[config.mk]
export PLATFORM = sky130hd
export DESIGN_NAME = gpio_output_driver_flat
export DESIGN_NICKNAME = d
export VERILOG_FILES = /design/src/rtl/gpio_output_driver_if.sv /design/src/rtl/gpio_output_driver.sv /design/src/flat_wrapper.sv
export SDC_FILE = /design/constraint.sdc
export NUM_CORES = 1
export LEC_CHECK = 0
export CORE_ASPECT_RATIO = 1.75
export CORE_MARGIN = 1
export CORE_UTILIZATION = 40
export CTS_CLUSTER_SIZE = 12
export DETAILED_ROUTE_END_ITERATION = 16
export MAX_ROUTING_LAYER = met4
export PLACE_DENSITY = 0.76
export SYNTH_ARGS = -nofsm -noshare
export SYNTH_HDL_FRONTEND = slang
export SYNTH_SLANG_ARGS = --single-unit
[constraint.sdc]
create_clock -name clk -period 3.1 [get_ports clk]
set_input_delay 0.93 -clock clk [delete_from_list [all_inputs] [get_ports clk]]
set_output_delay 0.93 -clock clk [all_outputs]
set_load 0.02 [all_outputs]
[src/rtl/gpio_output_driver_if.sv]
// Command port and pin-state readback between the bus decoder and gpio_output_driver.
// Master is the bus decoder; slave is the output driver.
interface gpio_output_driver_if #(
    parameter int N       = 16,
    parameter int PULSE_W = 8
);
    logic               cmd_valid;
    logic               cmd_ready;
    logic [2:0]         cmd_op;
    logic [N-1:0]       cmd_mask;
    logic [N-1:0]       cmd_data;
    logic [PULSE_W-1:0] cmd_len;
    logic [N-1:0]       gpio_out;
    logic [N-1:0]       level;
    logic [N-1:0]       busy;

    modport master (
        output cmd_valid, cmd_op, cmd_mask, cmd_data, cmd_len,
        input  cmd_ready, gpio_out, level, busy
    );

    modport slave (
        input  cmd_valid, cmd_op, cmd_mask, cmd_data, cmd_len,
        output cmd_ready, gpio_out, level, busy
    );
endinterface

[src/rtl/gpio_output_driver.sv]
// Bank of N registered GPIO outputs with masked write/set/clear/toggle and tick-timed one-shot pulses.
// One cycle level->pin latency; cmd_ready is always 1 after reset. Pulses need GPIO_OUTPUT_DRIVER_PULSE_EN.
module gpio_output_driver #(
    parameter int             N         = 16,
    parameter int             PRESCALE  = 16,
    parameter int             PULSE_W   = 8,
    parameter logic [N-1:0]   RESET_VAL = '0
) (
    input  logic                 clk,
    input  logic                 rst,
    gpio_output_driver_if.slave  bus
);
    localparam logic [2:0] OP_WRITE  = 3'b000;
    localparam logic [2:0] OP_SET    = 3'b001;
    localparam logic [2:0] OP_CLEAR  = 3'b010;
    localparam logic [2:0] OP_TOGGLE = 3'b011;

    logic         ready_q;
    logic         accept;
    logic [N-1:0] level_q, level_d;
    logic [N-1:0] gpio_q, gpio_d;
    logic [N-1:0] busy;

    assign accept = bus.cmd_valid && ready_q;

    always_comb begin
        level_d = level_q;
        if (accept) begin
            case (bus.cmd_op)
                OP_WRITE:  level_d = (level_q & ~bus.cmd_mask) | (bus.cmd_data & bus.cmd_mask);
                OP_SET:    level_d = level_q | bus.cmd_mask;
                OP_CLEAR:  level_d = level_q & ~bus.cmd_mask;
                OP_TOGGLE: level_d = level_q ^ bus.cmd_mask;
                default:   level_d = level_q;
            endcase
        end
    end

`ifdef GPIO_OUTPUT_DRIVER_PULSE_EN
    localparam logic [2:0] OP_PULSE = 3'b100;

    logic [PRESCALE-1:0] presc_q;
    logic                tick;
    logic                pulse_cmd;
    logic [PULSE_W-1:0]  cnt_q [N];
    logic [PULSE_W-1:0]  cnt_d [N];

    assign tick      = &presc_q;
    assign pulse_cmd = accept && (bus.cmd_op == OP_PULSE) && (bus.cmd_len != '0);

    // A load on the same edge as a tick wins, so the new length is never shortened.
    always_comb begin
        for (int i = 0; i < N; i++) begin
            cnt_d[i] = cnt_q[i];
            busy[i]  = (cnt_q[i] != '0);
            if (pulse_cmd && bus.cmd_mask[i]) begin
                cnt_d[i] = bus.cmd_len;
            end else if (tick && busy[i]) begin
                cnt_d[i] = cnt_q[i] - 1'b1;
            end
        end
    end

    always_ff @(posedge clk or posedge rst) begin
        if (rst) begin
            presc_q <= '0;
            for (int i = 0; i < N; i++) begin
                cnt_q[i] <= '0;
            end
        end else begin
            presc_q <= presc_q + 1'b1;
            for (int i = 0; i < N; i++) begin
                cnt_q[i] <= cnt_d[i];
            end
        end
    end
`else
    logic unused_len;

    assign unused_len = ^bus.cmd_len;
    assign busy       = '0;
`endif

    // Pin is inverted relative to its level while a pulse is running.
    assign gpio_d = level_q ^ busy;

    always_ff @(posedge clk or posedge rst) begin
        if (rst) begin
            ready_q <= 1'b0;
            level_q <= RESET_VAL;
            gpio_q  <= RESET_VAL;
        end else begin
            ready_q <= 1'b1;
            level_q <= level_d;
            gpio_q  <= gpio_d;
        end
    end

    assign bus.cmd_ready = ready_q;
    assign bus.level     = level_q;
    assign bus.gpio_out  = gpio_q;
    assign bus.busy      = busy;
endmodule

[src/flat_wrapper.sv]
// flat-port wrapper written by rule: the top's interface ports become plain ports
module gpio_output_driver_flat 
#(
    parameter int             N         = 16,
    parameter int             PRESCALE  = 16,
    parameter int             PULSE_W   = 8,
    parameter logic [N-1:0]   RESET_VAL = '0
)
  (clk, rst, bus_cmd_valid, bus_cmd_op, bus_cmd_mask, bus_cmd_data, bus_cmd_len, bus_cmd_ready, bus_gpio_out, bus_level, bus_busy);
  gpio_output_driver_if #(.N(N), .PULSE_W(PULSE_W)) bus_i ();
  input  logic clk;
  input  logic rst;
  input wire logic [$bits(bus_i.cmd_valid)-1:0] bus_cmd_valid;
  input wire logic [$bits(bus_i.cmd_op)-1:0] bus_cmd_op;
  input wire logic [$bits(bus_i.cmd_mask)-1:0] bus_cmd_mask;
  input wire logic [$bits(bus_i.cmd_data)-1:0] bus_cmd_data;
  input wire logic [$bits(bus_i.cmd_len)-1:0] bus_cmd_len;
  output wire logic [$bits(bus_i.cmd_ready)-1:0] bus_cmd_ready;
  output wire logic [$bits(bus_i.gpio_out)-1:0] bus_gpio_out;
  output wire logic [$bits(bus_i.level)-1:0] bus_level;
  output wire logic [$bits(bus_i.busy)-1:0] bus_busy;
  assign bus_i.cmd_valid = bus_cmd_valid;
  assign bus_i.cmd_op = bus_cmd_op;
  assign bus_i.cmd_mask = bus_cmd_mask;
  assign bus_i.cmd_data = bus_cmd_data;
  assign bus_i.cmd_len = bus_cmd_len;
  assign bus_cmd_ready = bus_i.cmd_ready;
  assign bus_gpio_out = bus_i.gpio_out;
  assign bus_level = bus_i.level;
  assign bus_busy = bus_i.busy;
  gpio_output_driver #(.N(N), .PRESCALE(PRESCALE), .PULSE_W(PULSE_W), .RESET_VAL(RESET_VAL)) u_core (.clk(clk), .rst(rst), .bus(bus_i));
endmodule
==> results.sh, run 1 <==
export IMPL_status="finished clean"
export IMPL_synth_common_cells="dfrtp_1 (33), inv_1 (33), ha_1 (32)"
export IMPL_cp_required_ns=3.27
export IMPL_powerDensity_mw_per_mm2=483
export IMPL_drt_iter0_drc=43
export IMPL_ir_drop_mv=0.239
export IMPL_routedWlPerCell_um=13.3
export IMPL_cpPeakStageDelay_ns=0.54
export IMPL_synth_ff_type="dfrtp_1"
export IMPL_synthToLayoutAreaGrowth_pct=33.7
export IMPL_ys_ff_latch=33
export IMPL_synth_fa_ha_area_share_pct=17.6
export IMPL_clk_pin_slew_ns=0.07
export IMPL_cp_arrival_ns=2.46
export IMPL_grt_setup_unrepaired="false"
export IMPL_synth_compound_area_share_pct=19.4
export IMPL_globalplace_congestion=0.735
export IMPL_power_leakage_nw=1.52
export IMPL_clk_latency_ns=0.28
export IMPL_fin_tns_setup_ns=0
export IMPL_async_reset_ff_share_pct=100
export IMPL_placementRows=36
export IMPL_final_area_mm2=0.00305
export IMPL_ant_nets=0
export IMPL_grt_max_degree=34
export IMPL_synth_xor_area_share_pct=0
export IMPL_io_buffers=70
export IMPL_root_buffer="clkbuf_8"
export IMPL_synth_top_area_share_pct=36.2
export IMPL_syn_area_mm2=0.00228
export IMPL_cts_tree="built"
export IMPL_crit_start="bus_cmd_op[1]"
export IMPL_period_minus_slack_ns=2.29
export IMPL_synthTopCellsByArea="dfrtp_1 (36%), ha_1 (18%), mux2i_1 (7.0%)"
export IMPL_synth_area_per_cell_um2=9.95
export IMPL_ys_warn_count=0
export IMPL_synthMuxAreaShare_pct=7.03
export IMPL_clk_path_buf_depth=2
export IMPL_worstMarginPinSlew_ns=0.725
export IMPL_skew_ns=0.00623
export IMPL_slew_headroom_pct=51.5
export IMPL_vias=1859
export IMPL_worst_setup_path_end_kind="register"
export IMPL_drive_above_1_share_pct=5.30
export IMPL_clock_sinks=33
export IMPL_hold_class="register to register"
export IMPL_crit_fanout=9
export IMPL_startpoint_type="input pin"
export IMPL_cts_buffers=5
export IMPL_post_route_period_util_pct=74.0
export IMPL_r2r_cells=3
export IMPL_diodes=0
export IMPL_crit_path_top_delay_cell="clkdlybuf4s50_1"
export IMPL_die_h_um=102
export IMPL_r2r_start="u_core.bus.cmd_ready"
export IMPL_synth_top_family_by_area="compound AO/OA/AOI/OAI gates"
export IMPL_die_w_um=59.1
export IMPL_hold_viol=0
export IMPL_grt_pass1_wl_um=8110
export IMPL_reg2reg_slack_ns=1.61
export IMPL_die_area_mm2=0.00601
export IMPL_drv_cap=0
export IMPL_grt_pass1_vias=1783
export IMPL_ys_types=20
export IMPL_fmax_mhz=436
export IMPL_post_cts_repair_setup_buffers=0
export IMPL_wl_um=5040
export IMPL_grt_ovfl_total=0
export IMPL_place_area_mm2=0.00296
export IMPL_ctsHtreeMaxLevel=2
export IMPL_synth_area_leader_cell="dfrtp_1"
export IMPL_io_pins=95
export IMPL_synth_simple_area_share_pct=4.28
export IMPL_hold_buffers=0
export IMPL_core_mm2=0.00554
export IMPL_finalMaxSlewViolations=0
export IMPL_cts_resized=0
export IMPL_syn_inst=229
export IMPL_via_per_inst=4.92
export IMPL_setup_viol=0
export IMPL_dpl_hpwl_um=3620
export IMPL_fin_nets=379
export IMPL_ys_seq_area_share_pct=36.2
export IMPL_antenna_found_initial=0
export IMPL_post_route_drc_count=0
export IMPL_grt_use_total_pct=18.4
export IMPL_first_pass_iters=4
export IMPL_crit_type="input pin to register"
export IMPL_crit_path_cell_trace="clkdlybuf4s50_1 -> and2b_1 -> buf_4 -> a22oi_1 -> a22o_1"
export IMPL_start_util_pct=41.1
export IMPL_synth_edf_count=0
-- cells in the final DEF, fill, tap and decap left out, types with 2 or more instances in the layout --
cell / instances
clkinv_2: 2
clkbuf_8: 5
nand2_1: 16
o21ai_1: 9
dfrtp_1: 33
o21ai_0: 6
conb_1: 17
buf_4: 7
clkdlybuf4s50_1: 70
a22oi_1: 16
and2b_1: 2
ha_1: 32
a22o_1: 16
a21oi_1: 16
mux2i_1: 16
inv_1: 33
-- cells by family after synthesis --
group / after synthesis
fa+ha+maj: 32
flops: 33
buf+inv: 60
compound gates: 65
mux: 16
simple gates: 21
other cells: 2
-- worst min-delay path by stage --
stage                     startpoint                       to  slack (ns)  cells after the start
after floorplan             register   u_core.bus.gpio_out[0]        0.55                      0
after global placement      register  u_core.bus.gpio_out[11]        0.44                      0
after detailed placement    register   u_core.bus.gpio_out[6]        0.45                      0
after CTS                   register  u_core.bus.gpio_out[13]        0.46                      0
after global routing        register  u_core.bus.gpio_out[13]        0.48                      0
final                       register  u_core.bus.gpio_out[13]        0.47                      0
-- metrics by stage --
stage | power [mW] | hold WS [ns] | setup WS, ns | instances | util, %
floorplan | 0.910 | 0.552 | 1.28 | 244 | -
global placement | 1.14 | 0.440 | 0.536 | 370 | 53.5
detailed placement | 1.17 | 0.447 | 0.500 | 370 | 53.5
CTS | 1.49 | 0.465 | 0.787 | 378 | 55.0
global route | 1.57 | 0.478 | 0.692 | 378 | 55.0
finish | 1.47 | 0.466 | 0.806 | 378 | 55.0
-- where the power goes --
part	leakage, nW	internal, mW	switching, mW
Combinational	1.06	0.289	0.285
Clock	0.0450	0.156	0.160
Sequential	0.416	0.513	0.0674
-- layer usage --
layer | routed length, um | vias to the layer above | GRT usage, %
li1 | - | 891 | -
met1 | 2170 | 893 | 22.0
met2 | 2560 | 69 | 30.8
met3 | 243 | 6 | 2.78
met4 | 72 | 0 | 6.59
met5 | 0 | - | -
-- area by class of cell --
type | instances | area, um^2
clock inverters | 2 | 10.0
well taps | 76 | 95.1
multi-input cells | 151 | 1160
inverters | 33 | 124
repair buffers | 77 | 753
fillers | 517 | 2490
flip-flops and latches | 33 | 826
clock buffers | 6 | 72.6
-- critical path: cells and delay by family --
family	cells	cell delay, ns
simple gates	1	0.38
compound gates	2	0.36
buf+inv	2	0.79
Power figures use the tool's default switching activity.
==> run 2: changes to the inputs <==
==> constraint.sdc (replaced) <==
create_clock -name clk -period 2.4 [get_ports clk]
set_input_delay 0.72 -clock clk [delete_from_list [all_inputs] [get_ports clk]]
set_output_delay 0.72 -clock clk [all_outputs]
set_load 0.02 [all_outputs]
==> run 2 against run 1 <==
Compared with the run above: routed wire length is 3.6% higher; register-to-register slack worse by 0.60 ns; largest cell class unchanged; first-iteration DRC count is 9.3% lower; via count is 1.1% higher; cell count is 0.26% higher; clock skew is 0.0010 ns lower; highest routed layer unchanged.
==> results.sh, run 2 (synthesis gave the netlist of run 1 again) <==
export IMPL_status="finished clean"
export IMPL_globalplace_congestion=0.787
export IMPL_whs_ns=0.465
export IMPL_antenna_found_initial=0
export IMPL_drv_cap=0
export IMPL_synthToLayoutAreaGrowth_pct=35.5
export IMPL_post_cts_repair_setup_buffers=0
export IMPL_grt_setup_unrepaired="false"
export IMPL_grt_pass1_wl_um=8550
export IMPL_finalMaxSlewViolations=0
export IMPL_startpoint_type="register"
export IMPL_die_h_um=102
export IMPL_drt_iter0_drc=39
export IMPL_die_w_um=59.1
export IMPL_place_area_mm2=0.00301
export IMPL_ctsHtreeMaxLevel=2
export IMPL_fin_nets=380
export IMPL_start_util_pct=41.1
export IMPL_routedWlPerCell_um=13.8
export IMPL_crit_buf_inv=1
export IMPL_grt_max_degree=34
export IMPL_vias=1880
export IMPL_grt_ovfl_total=0
export IMPL_skew_ns=0.00523
export IMPL_clk_latency_ns=0.28
export IMPL_final_area_mm2=0.00309
export IMPL_crit_path_cell_trace="clkdlybuf4s50_1"
export IMPL_final_util_pct=55.7
export IMPL_diodes=0
export IMPL_total_power_mw=1.91
export IMPL_final_common_cell="clkdlybuf4s50_1"
export IMPL_period_minus_slack_ns=2.08
export IMPL_placementRows=36
export IMPL_cp_required_ns=1.68
export IMPL_grt_use_total_pct=19.7
export IMPL_wl_um=5220
export IMPL_grt_pass1_vias=1914
export IMPL_fmax_mhz=481
export IMPL_worst_setup_path_end_kind="output port"
export IMPL_cts_tree="built"
export IMPL_clk_pin_slew_ns=0.07
export IMPL_hold_class="register to register"
export IMPL_cts_buffers=5
export IMPL_via_per_inst=4.96
export IMPL_cts_resized=0
export IMPL_ir_drop_mv=0.263
export IMPL_hold_buffers=0
export IMPL_cp_arrival_ns=1.36
export IMPL_post_route_drc_count=0
export IMPL_powerDensity_mw_per_mm2=617
export IMPL_crit_fanout=5
export IMPL_hold_viol=0
export IMPL_io_buffers=70
export IMPL_crit_type="register to output port"
export IMPL_mostFrequentLayoutCells="clkdlybuf4s50_1 (70), inv_1 (33), dfrtp_1 (33), ha_1 (32), conb_1 (17)"
export IMPL_crit_family="buffers and inverters"
export IMPL_num_fill_cells=522
export IMPL_clock_sinks=33
export IMPL_fin_tns_setup_ns=0
export IMPL_core_mm2=0.00554
export IMPL_dpl_hpwl_um=3770
export IMPL_cpPeakStageDelay_ns=0.64
export IMPL_clk_path_buf_depth=2
export IMPL_place_inst=371
export IMPL_die_area_mm2=0.00601
export IMPL_ant_nets=0
export IMPL_root_buffer="clkbuf_8"
export IMPL_drive_above_1_share_pct=4.95
export IMPL_power_leakage_nw=1.54
export IMPL_crit_path_top_delay_cell="clkdlybuf4s50_1"
export IMPL_post_route_period_util_pct=86.6
export IMPL_worst_slack_ns=0.322
export IMPL_setup_viol=0
export IMPL_pre_cts_slack_ns=0.127
export IMPL_first_pass_iters=4
export IMPL_io_pins=95
export IMPL_instances_no_fill=379
-- run 2: cell count changes in the layout (fill, tap and decap cells not counted), sizes merged --
cell	previous run	this run
buf	7	8
clkbuf	6	8
clkinv	2	0
-- run 2: routing by layer --
layer | vias to the layer above | wire (um) | global-route usage (%)
met5 | - | 0 | -
met4 | 0 | 87 | 8.79
met3 | 8 | 300 | 4.30
met2 | 82 | 2790 | 34.1
met1 | 900 | 2050 | 21.0
li1 | 890 | - | -
-- run 2: layout make-up --
cell class	count	area [um^2]	area share, %
Multi-Input combinational cell	151	1160	37.7
Sequential cell	33	826	26.7
Timing Repair Buffer	78	798	25.9
Inverter	33	124	4.01
Tap cell	76	95.1	3.08
Clock buffer	8	80.1	2.59
-- run 2: where the power goes --
part	switching, mW	internal (mW)	total (mW)
registers	0.0892	0.663	0.752
logic	0.373	0.381	0.754
clock network	0.194	0.206	0.400
total	0.656	1.25	1.91
-- run 2: worst paths after layout --
kind	slack (ns)	to	depth (start not counted)	startpoint
worst max-delay path	0.32	bus_level[4]	1	register
worst min-delay path	0.47	u_core.bus.gpio_out[7]	0	register
worst max register to register	1.01	register	5	register
worst min register to register	0.47	u_core.bus.gpio_out[7]	0	register
max in group asynchronous	1.26	u_core.bus.gpio_out[14]	3	rst
min in group asynchronous	0.83	asynchronous set/reset pin	3	rst
